<file path="config.mk">
export PLATFORM = sky130hd
export DESIGN_NAME = pll_lock_sequencer
export DESIGN_NICKNAME = d
export VERILOG_FILES = /design/src/rtl/pll_seq_pkg.sv /design/src/rtl/sync_2ff.sv /design/src/rtl/pll_lock_sequencer.sv
export SDC_FILE = /design/constraint.sdc
export NUM_CORES = 1
export LEC_CHECK = 0
export BUFFER_PORTS_ARGS = -buffer_cell sky130_fd_sc_hd__clkbuf_2
export CAP_MARGIN = 20
export CORE_UTILIZATION = 40
export DETAILED_ROUTE_END_ITERATION = 12
export PLACE_DENSITY = 0.6
export SLEW_MARGIN = 40
export SYNTH_ARGS = -nofsm -noshare
export SYNTH_HDL_FRONTEND = slang
export SYNTH_SLANG_ARGS = --single-unit
</file>
<file path="constraint.sdc">
create_clock -name clk -period 3.2 [get_ports clk]
set_clock_uncertainty 0.15 [all_clocks]
set_input_delay 0 -clock clk [delete_from_list [all_inputs] [get_ports clk]]
set_output_delay 0 -clock clk [all_outputs]
set_load 0.01 [all_outputs]
</file>
<file path="src/rtl/pll_seq_pkg.sv">
// Shared encodings for the PLL lock sequencer and its status readback.
package pll_seq_pkg;

  typedef enum logic [2:0] {
    PLL_RST   = 3'd0,
    WAIT_LOCK = 3'd1,
    STABLE    = 3'd2,
    RUN       = 3'd3,
    FAIL      = 3'd4
  } pll_state_t;

  localparam int RETRY_W = 4;

endpackage

</file>
<file path="src/rtl/sync_2ff.sv">
// Single-bit two-flop synchronizer with synchronous reset to 0.
module sync_2ff (
  input  logic clk,
  input  logic reset,
  input  logic d,
  output logic q
);

  logic meta;

  always_ff @(posedge clk) begin
    if (reset) begin
      meta <= 1'b0;
      q    <= 1'b0;
    end else begin
      meta <= d;
      q    <= meta;
    end
  end

endmodule

</file>
<file path="src/rtl/pll_lock_sequencer.sv">
// PLL reset/lock sequencer: pulses RESETB, qualifies LOCK, releases system reset.
//
// state     | meaning
// PLL_RST   | RESETB held low for RST_CYCLES
// WAIT_LOCK | RESETB released, waiting for synchronized lock
// STABLE    | lock seen, counting consecutive locked cycles
// RUN       | lock qualified, system reset released
// FAIL      | retries exhausted, PLL held in reset until restart
module pll_lock_sequencer
  import pll_seq_pkg::*;
#(
  parameter int RST_CYCLES    = 16,
  parameter int LOCK_TIMEOUT  = 4096,
  parameter int STABLE_CYCLES = 256,
  parameter int MAX_RETRIES   = 3,
  parameter int CNT_W         = 16
) (
  input  logic               clk,
  input  logic               reset,
  input  logic               pll_locked,
  input  logic               restart,
  input  logic               clear_status,
  output logic               pll_resetb,
  output logic               sys_reset,
  output logic               ready,
  output logic               failed,
  output logic               lock_lost,
  output logic [RETRY_W-1:0] retry_count,
  output logic [2:0]         state
);

  localparam logic [CNT_W-1:0] RST_TC    = CNT_W'(RST_CYCLES - 1);
  localparam logic [CNT_W-1:0] LOCK_TC   = CNT_W'(LOCK_TIMEOUT - 1);
  localparam logic [CNT_W-1:0] STABLE_TC = CNT_W'(STABLE_CYCLES - 1);
  localparam int               ATT_W     = $clog2(MAX_RETRIES + 2);
  localparam logic [ATT_W-1:0] ATT_MAX   = ATT_W'(MAX_RETRIES);
  localparam logic [RETRY_W-1:0] RETRY_SAT = '1;

  pll_state_t         state_q, state_nxt;
  logic [CNT_W-1:0]   cnt_q, cnt_nxt;
  logic [ATT_W-1:0]   att_q, att_nxt;
  logic               lock_s;
  logic               lock_drop;
  logic               retry_inc;
  logic               lock_lost_nxt;
  logic [RETRY_W-1:0] retry_base, retry_nxt;

  sync_2ff u_lock_sync (
    .clk   (clk),
    .reset (reset),
    .d     (pll_locked),
    .q     (lock_s)
  );

  always_comb begin
    state_nxt = state_q;
    cnt_nxt   = cnt_q;
    att_nxt   = att_q;
    lock_drop = 1'b0;
    retry_inc = 1'b0;
    if (restart) begin
      state_nxt = PLL_RST;
      cnt_nxt   = '0;
      att_nxt   = '0;
    end else begin
      case (state_q)
        PLL_RST: begin
          if (cnt_q == RST_TC) begin
            state_nxt = WAIT_LOCK;
            cnt_nxt   = '0;
          end else begin
            cnt_nxt = cnt_q + 1'b1;
          end
        end
        WAIT_LOCK: begin
          if (lock_s) begin
            state_nxt = STABLE;
            cnt_nxt   = '0;
          end else if (cnt_q == LOCK_TC) begin
            cnt_nxt = '0;
            if (att_q < ATT_MAX) begin
              att_nxt   = att_q + 1'b1;
              retry_inc = 1'b1;
              state_nxt = PLL_RST;
            end else begin
              state_nxt = FAIL;
            end
          end else begin
            cnt_nxt = cnt_q + 1'b1;
          end
        end
        STABLE: begin
          // A dropout here restarts qualification but is not a retry.
          if (!lock_s) begin
            state_nxt = WAIT_LOCK;
            cnt_nxt   = '0;
          end else if (cnt_q == STABLE_TC) begin
            state_nxt = RUN;
            cnt_nxt   = '0;
          end else begin
            cnt_nxt = cnt_q + 1'b1;
          end
        end
        RUN: begin
          if (!lock_s) begin
            state_nxt = PLL_RST;
            cnt_nxt   = '0;
            att_nxt   = '0;
            lock_drop = 1'b1;
          end
        end
        FAIL: ;
        default: begin
          state_nxt = PLL_RST;
          cnt_nxt   = '0;
        end
      endcase
    end

    // Set/increment takes precedence over a coincident clear.
    retry_base    = clear_status ? '0 : retry_count;
    retry_nxt     = (retry_inc && (retry_base != RETRY_SAT)) ? retry_base + 1'b1 : retry_base;
    lock_lost_nxt = lock_drop | (lock_lost & ~clear_status);
  end

  always_ff @(posedge clk) begin
    if (reset) begin
      state_q     <= PLL_RST;
      cnt_q       <= '0;
      att_q       <= '0;
      pll_resetb  <= 1'b0;
      sys_reset   <= 1'b1;
      ready       <= 1'b0;
      failed      <= 1'b0;
      lock_lost   <= 1'b0;
      retry_count <= '0;
    end else begin
      state_q     <= state_nxt;
      cnt_q       <= cnt_nxt;
      att_q       <= att_nxt;
      pll_resetb  <= !((state_nxt == PLL_RST) || (state_nxt == FAIL));
      sys_reset   <= (state_nxt != RUN);
      ready       <= (state_nxt == RUN);
      failed      <= (state_nxt == FAIL);
      lock_lost   <= lock_lost_nxt;
      retry_count <= retry_nxt;
    end
  end

  assign state = state_q;

endmodule

</file>
==> flow_metrics.py, run 1 <==
metrics = {
    "yosys": {
        "yosysSeqAreaShare": 0.398,
        "synth_mux_area_frac": 0.0128,
        "yosys.area_share.simple": 0.313,
        "ys_ff_latch": 33,
        "synth-edff-count": 0,
        "synth_xor_xnor_area_share": 0.0158,
        "yosys_warnings": 0,
        "synth-compound-area-share": 0.204,
        "synthCells": 199,
        "synthFlopType": "dfxtp_1",
        "ys_types": 44,
        "synth_top_family_by_area": "simple AND/OR/NAND/NOR gates",
        "synth_area_sq_um": 1660,
        "syn_nets": 207,
        "async_flop_share": 0,
        "syn_area_per_cell_sq_um": 8.35,
        "synthAdderAreaFrac": 0.0226,
    },
    "clock_tree": {
        "cts_buffers": 5,
        "cts_sinks": 33,
        "post_cts_buffers": 0,
        "root_buffer": "clkbuf_8",
        "cts_tree": "yes",
        "clk_latency_ps": 290,
        "cts_buffer_depth": 2,
        "path_clk_slew_ps": 70,
        "cts-htree-levels": 2,
    },
    "floorplanning": {
        "fp.dieH_microns": 66.5,
        "fp.coreArea_sq_um": 4000,
        "placementRows": 23,
        "ios": 17,
        "die_w_microns": 66.5,
        "die-area_sq_um": 4420,
        "start_util": 0.415,
    },
    "setup_path": {
        "required_ps": 3290,
        "cp_cell_sequence": "or4b_1, nor3_4, nand3_1, or3_1, a21oi_1, dlygate4sd3_1",
        "start_kind": "flip-flop",
        "critPathCaptureType": "flip-flop",
        "cp.arrival_ps": 2900,
        "cp-endpoint": "retry_count[3]",
        "cp-startpoint": "state[0]",
        "critical_path_class": "flip-flop to flip-flop",
        "regToRegStartpoint": "state[0]",
        "r2r_cells": 6,
        "reg2reg_to": "retry_count[3]",
        "r2r_slack_ps": 390,
        "crit_fanout": 9,
        "critPathMaxStageDelay_ps": 570,
        "cp_slowest_cell": "or4b_1",
    },
    "timing": {
        "finalHoldViolations": 0,
        "hold_ws_ps": 284,
        "setup-violations-final": 0,
        "period_needed_ps": 2810,
        "fmax_mhz": 356,
        "drv_slew": 0,
        "rsz0062_at_grt": "no",
        "worst_slew_pin_slew_ps": 693,
        "finalCritPeriodShare": 0.878,
        "tns_ps": 0,
        "relSlewSlack": 0.538,
    },
    "placement": {
        "hpwl_microns": 2640,
        "place_congestion": 0.855,
        "io_buffers": 16,
    },
    "global_routing": {
        "grt_usage": 0.203,
        "grt_max_degree": 13,
        "gr-total-overflow": 0,
        "antenna_found_initial": 0,
        "grt_pass1_wl_microns": 6640,
        "grt_pass1_vias": 1425,
    },
    "worst_hold_path": {
        "hold_class": "flip-flop to flip-flop",
    },
    "final_layout": {
        "seqCellArea_sq_um": 661,
        "final_nets": 232,
        "insertedDiodeCount": 0,
        "final_common_cell": "dfxtp_1",
        "final_layout_size_suffix_gt1_frac": 0.164,
        "multi_input_area_sq_um": 945,
        "layout_common_cells": "33 x dfxtp_1, 21 x nor2_1, 20 x nand2_1",
        "syn2layout_area_growth_pct": 18.7,
        "fillers": 381,
    },
    "pwr": {
        "peakVddDrop_v": 0.000231,
        "leakage_uw": 0.000738,
        "pwr_density_cell_nw_per_um2": 426,
    },
    "run_status": {
        "outcome": "finished clean",
    },
    "job": {
        "max_cap_viol_count": 0,
    },
    "drt": {
        "via_per_inst": 5.48,
        "ant_nets": 0,
        "wl_per_cell_microns": 13.6,
        "initialDrtViolationCount": 68,
        "vias": 1506,
        "wirelength_microns": 3730,
        "dr.pass1.iters": 4,
        "remaining_drc_errors": 0,
    },
}
## what timing repair did
item	CTS	global route
endpoints found under the hold margin	9	0
setup endpoints to repair	0	0
hold buffers	6	0
gates resized for setup	0	0
## Yosys cell counts, types with 4 or more instances
cell      count  share of area
a21o_1        4          0.018
nand4_1       4          0.015
a211oi_1      5          0.023
a21oi_1      19          0.057
o211ai_1      6          0.027
clkbuf_1      4         0.0090
nand2_1      20          0.045
dfxtp_1      33           0.40
nand3_1       9          0.027
inv_1         7          0.016
nor2b_1       6          0.023
nor2_1       21          0.047
o21ai_0       6          0.018
nor3_1        6          0.018
## worst max-delay path: cells and delay by family (launching register included)
family | cells | cell delay (ps)
simple gates | 4 | 1440
buf+inv | 1 | 550
flops | 1 | 480
compound gates | 1 | 140
## cell families after synthesis
family | Yosys count
and+or+nand+nor | 95
AOI/OAI and AO/OA | 49
DFF | 33
buffers and inverters | 14
xor gates and xnor gates | 3
adders and majority gates | 3
muxes | 2
## metrics by stage
step	setup WS (ps)	util	power (uW)	std cells	area (sq um)
floorplan	1040	-	436	199	1660
global placement	674	0.449	442	261	1800
detailed placement	549	0.449	442	261	1800
CTS	389	0.493	849	275	1970
global route	142	0.493	869	275	1970
finish	389	0.493	840	275	1970
## sequential cells by signal (all words and copies together) (netlist names)
register	count
cnt_q	16
state	3
failed	1
u_lock_sync.meta	1
sys_reset	1
pll_resetb	1
att_q	3
retry_count	4
u_lock_sync.q	1
ready	1
lock_lost	1
## layout make-up
type / count / area share
well taps: 50 / 0.0317
inverters: 7 / 0.0133
flip-flops and latches: 33 / 0.335
clock inverters: 1 / 0.0152
multi-input cells: 152 / 0.479
repair buffers: 25 / 0.0824
clock buffers: 7 / 0.0438
## metal layers
layer / routed length [microns] / vias up / track usage
li1: - / 779 / -
met1: 1810 / 681 / 0.266
met3: 167 / 9 / 0.0565
met4: 112 / 0 / 0.0957
met2: 1640 / 37 / 0.305
met5: 0 / - / 0
## worst min-delay path by stage
stage	startpoint	to	slack [ps]	cells after the start
5_1_grt	u_lock_sync.meta	u_lock_sync.q	300	1
4_1_cts	u_lock_sync.meta	u_lock_sync.q	290	1
3_3_place_gp	pll_locked	u_lock_sync.meta	60	2
3_5_place_dp	pll_locked	u_lock_sync.meta	70	2
2_1_floorplan	pll_locked	u_lock_sync.meta	-20	1
6_report	u_lock_sync.meta	u_lock_sync.q	280	1
## report_power, final
part	switching, uW	internal [uW]	total (uW)
combinational	11.4	10.2	21.6
sequential	2.42	413	415
clock	150	254	403
total	163	677	840
Note: power is estimated with default switching activity, not from simulation.
==> run 2, diff against run 1 <==
--- a/config.mk
+++ b/config.mk
@@ -10,6 +10,7 @@
 export CORE_UTILIZATION = 40
 export DETAILED_ROUTE_END_ITERATION = 12
 export PLACE_DENSITY = 0.6
+export RECOVER_POWER = 50
 export SLEW_MARGIN = 40
 export SYNTH_ARGS = -nofsm -noshare
 export SYNTH_HDL_FRONTEND = slang
==> run 2 against run 1 <==
Compared with the run above: routed wire length shrank 0.16%; critical endpoint unchanged; power is 0.23% lower; die area did not move; final cell count unchanged; highest routed layer unchanged; sequential cell count unchanged; worst setup slack got worse by 3.0 ps; sequential power hardly changed; register-to-register slack about the same; global-route usage unchanged; final area shrank 0.82%; first-iteration DRC count rose by 28%; critical path type unchanged; sequential share of layout area rose by 0.28 points.
==> flow_metrics.py, run 2 (same netlist as run 1, synthesis figures left out) <==
metrics = {
    "timing": {
        "tns_ps": 0,
        "rsz0062_at_grt": "no",
        "worst_slew_pin_slew_ps": 695,
        "hold_ws_ps": 284,
        "relSlewSlack": 0.536,
        "finalCritPeriodShare": 0.879,
        "finalHoldViolations": 0,
        "drv_slew": 0,
        "fmax_mhz": 355,
        "period_needed_ps": 2810,
        "setup-violations-final": 0,
    },
    "global_routing": {
        "grt_pass1_wl_microns": 6640,
        "grt_pass1_vias": 1425,
        "antenna_found_initial": 0,
        "gr-total-overflow": 0,
        "grt_usage": 0.203,
        "grt_max_degree": 13,
    },
    "final_layout": {
        "top_register": "cnt_q",
        "final_layout_size_suffix_gt1_frac": 0.102,
        "final_common_cell": "dfxtp_1",
        "syn2layout_area_growth_pct": 17.8,
        "top_regs": "cnt_q x16, retry_count x4",
        "layout_common_cells": "33 x dfxtp_1, 21 x nor2_1, 20 x nand2_1",
        "fin_cells": 275,
        "largest_reg_flops": 16,
        "insertedDiodeCount": 0,
        "final_nets": 232,
    },
    "drt": {
        "via_per_inst": 5.46,
        "remaining_drc_errors": 0,
        "wl_per_cell_microns": 13.5,
        "initialDrtViolationCount": 87,
        "dr.pass1.iters": 4,
        "ant_nets": 0,
        "vias": 1501,
        "wirelength_microns": 3720,
    },
    "pwr": {
        "leakage_uw": 0.000692,
        "p_seq_frac": 0.496,
        "intPower_uw": 677,
        "switching_share": 0.193,
        "pwr_density_cell_nw_per_um2": 428,
        "peakVddDrop_v": 0.000231,
        "comb_power_share": 0.025,
        "power.switching_uw": 162,
        "clockPowerShare": 0.479,
    },
    "clock_tree": {
        "cts_buffer_depth": 2,
        "cts_sinks": 33,
        "cts_buffers": 5,
        "cts_resized": 0,
        "cts-htree-levels": 2,
        "path_clk_slew_ps": 70,
        "post_cts_buffers": 0,
        "root_buffer": "clkbuf_8",
        "cts_tree": "yes",
        "clk_latency_ps": 290,
    },
    "setup_path": {
        "critPathCaptureType": "flip-flop",
        "start_kind": "flip-flop",
        "required_ps": 3280,
        "critical_path_class": "flip-flop to flip-flop",
        "cp.arrival_ps": 2900,
        "crit_fanout": 10,
    },
    "floorplanning": {
        "start_util": 0.415,
        "placementRows": 23,
        "fp.dieH_microns": 66.5,
        "die-area_sq_um": 4420,
        "ios": 17,
        "die_w_microns": 66.5,
        "fp.coreArea_sq_um": 4000,
    },
    "run_status": {
        "outcome": "finished clean",
    },
    "job": {
        "max_cap_viol_count": 0,
    },
    "worst_hold_path": {
        "hold_class": "flip-flop to flip-flop",
    },
    "placement": {
        "place_congestion": 0.855,
        "dp_cells": 261,
        "io_buffers": 16,
        "hpwl_microns": 2640,
    },
}
==> run 2: cell counts in the layout (fill, tap and decap cells not counted) <==
Identical to the previous run, type by type.
==> run 2: repair_timing <==
item                                   4_1_cts  5_1_grt
endpoints found under the hold margin        9        0
setup endpoints to repair                    0        0
hold buffers                                 6        0
==> run 2: final cells by class <==
| type | instances | area (sq um) |
|---|---|---|
| multi-input cells | 152 | 945 |
| clock inverters | 1 | 30.0 |
| inverters | 7 | 26.3 |
| fillers | 386 | 2040 |
| clock buffers | 7 | 86.3 |
| repair buffers | 25 | 146 |
| well taps | 50 | 62.6 |
| flip-flops and latches | 33 | 661 |
==> run 2: worst max-delay path: stages, from the launching register on <==
cell and delay (ps):
dfxtp_1 390, ha_1 220, nand3_2 220, nor4_1 370, buf_4 190, nand3_1 150
or3_1 380, a21oi_1 140, dlygate4sd3_1 550
==> run 2: worst paths after layout <==
check / startpoint / to / slack, ps / cells past startpoint
hold reg to reg: u_lock_sync.meta / u_lock_sync.q / 280 / 1
setup / recovery: cnt_q[0] / retry_count[3] / 390 / 8
hold / removal: u_lock_sync.meta / u_lock_sync.q / 280 / 1
setup reg to reg: cnt_q[0] / retry_count[3] / 390 / 8
==> run 2: metrics by stage <==
step | worst slack, ps | utilization | total power (uW) | instance area, sq um
2_1_floorplan | 1040 | - | 436 | 1660
3_3_place_gp | 674 | 0.449 | 442 | 1800
3_5_place_dp | 549 | 0.449 | 442 | 1800
4_1_cts | 389 | 0.493 | 849 | 1970
5_1_grt | 139 | 0.489 | 869 | 1960
6_report | 386 | 0.489 | 838 | 1960
==> run 2: power by group through the flow <==
stage / Combinational (uW) / Clock, uW / Sequential, uW
floorplan: 11.4 / 0 / 424
global placement: 16.9 / 0 / 425
detailed placement: 17.0 / 0 / 425
CTS: 21.7 / 412 / 415
global route: 23.9 / 429 / 416
finish: 21.3 / 402 / 415
==> run 2: layer usage <==
layer  track usage  part of all wire
met1         0.266              0.49
met2         0.305              0.45
met3        0.0565             0.035
met4        0.0957             0.021
met5             0                 0
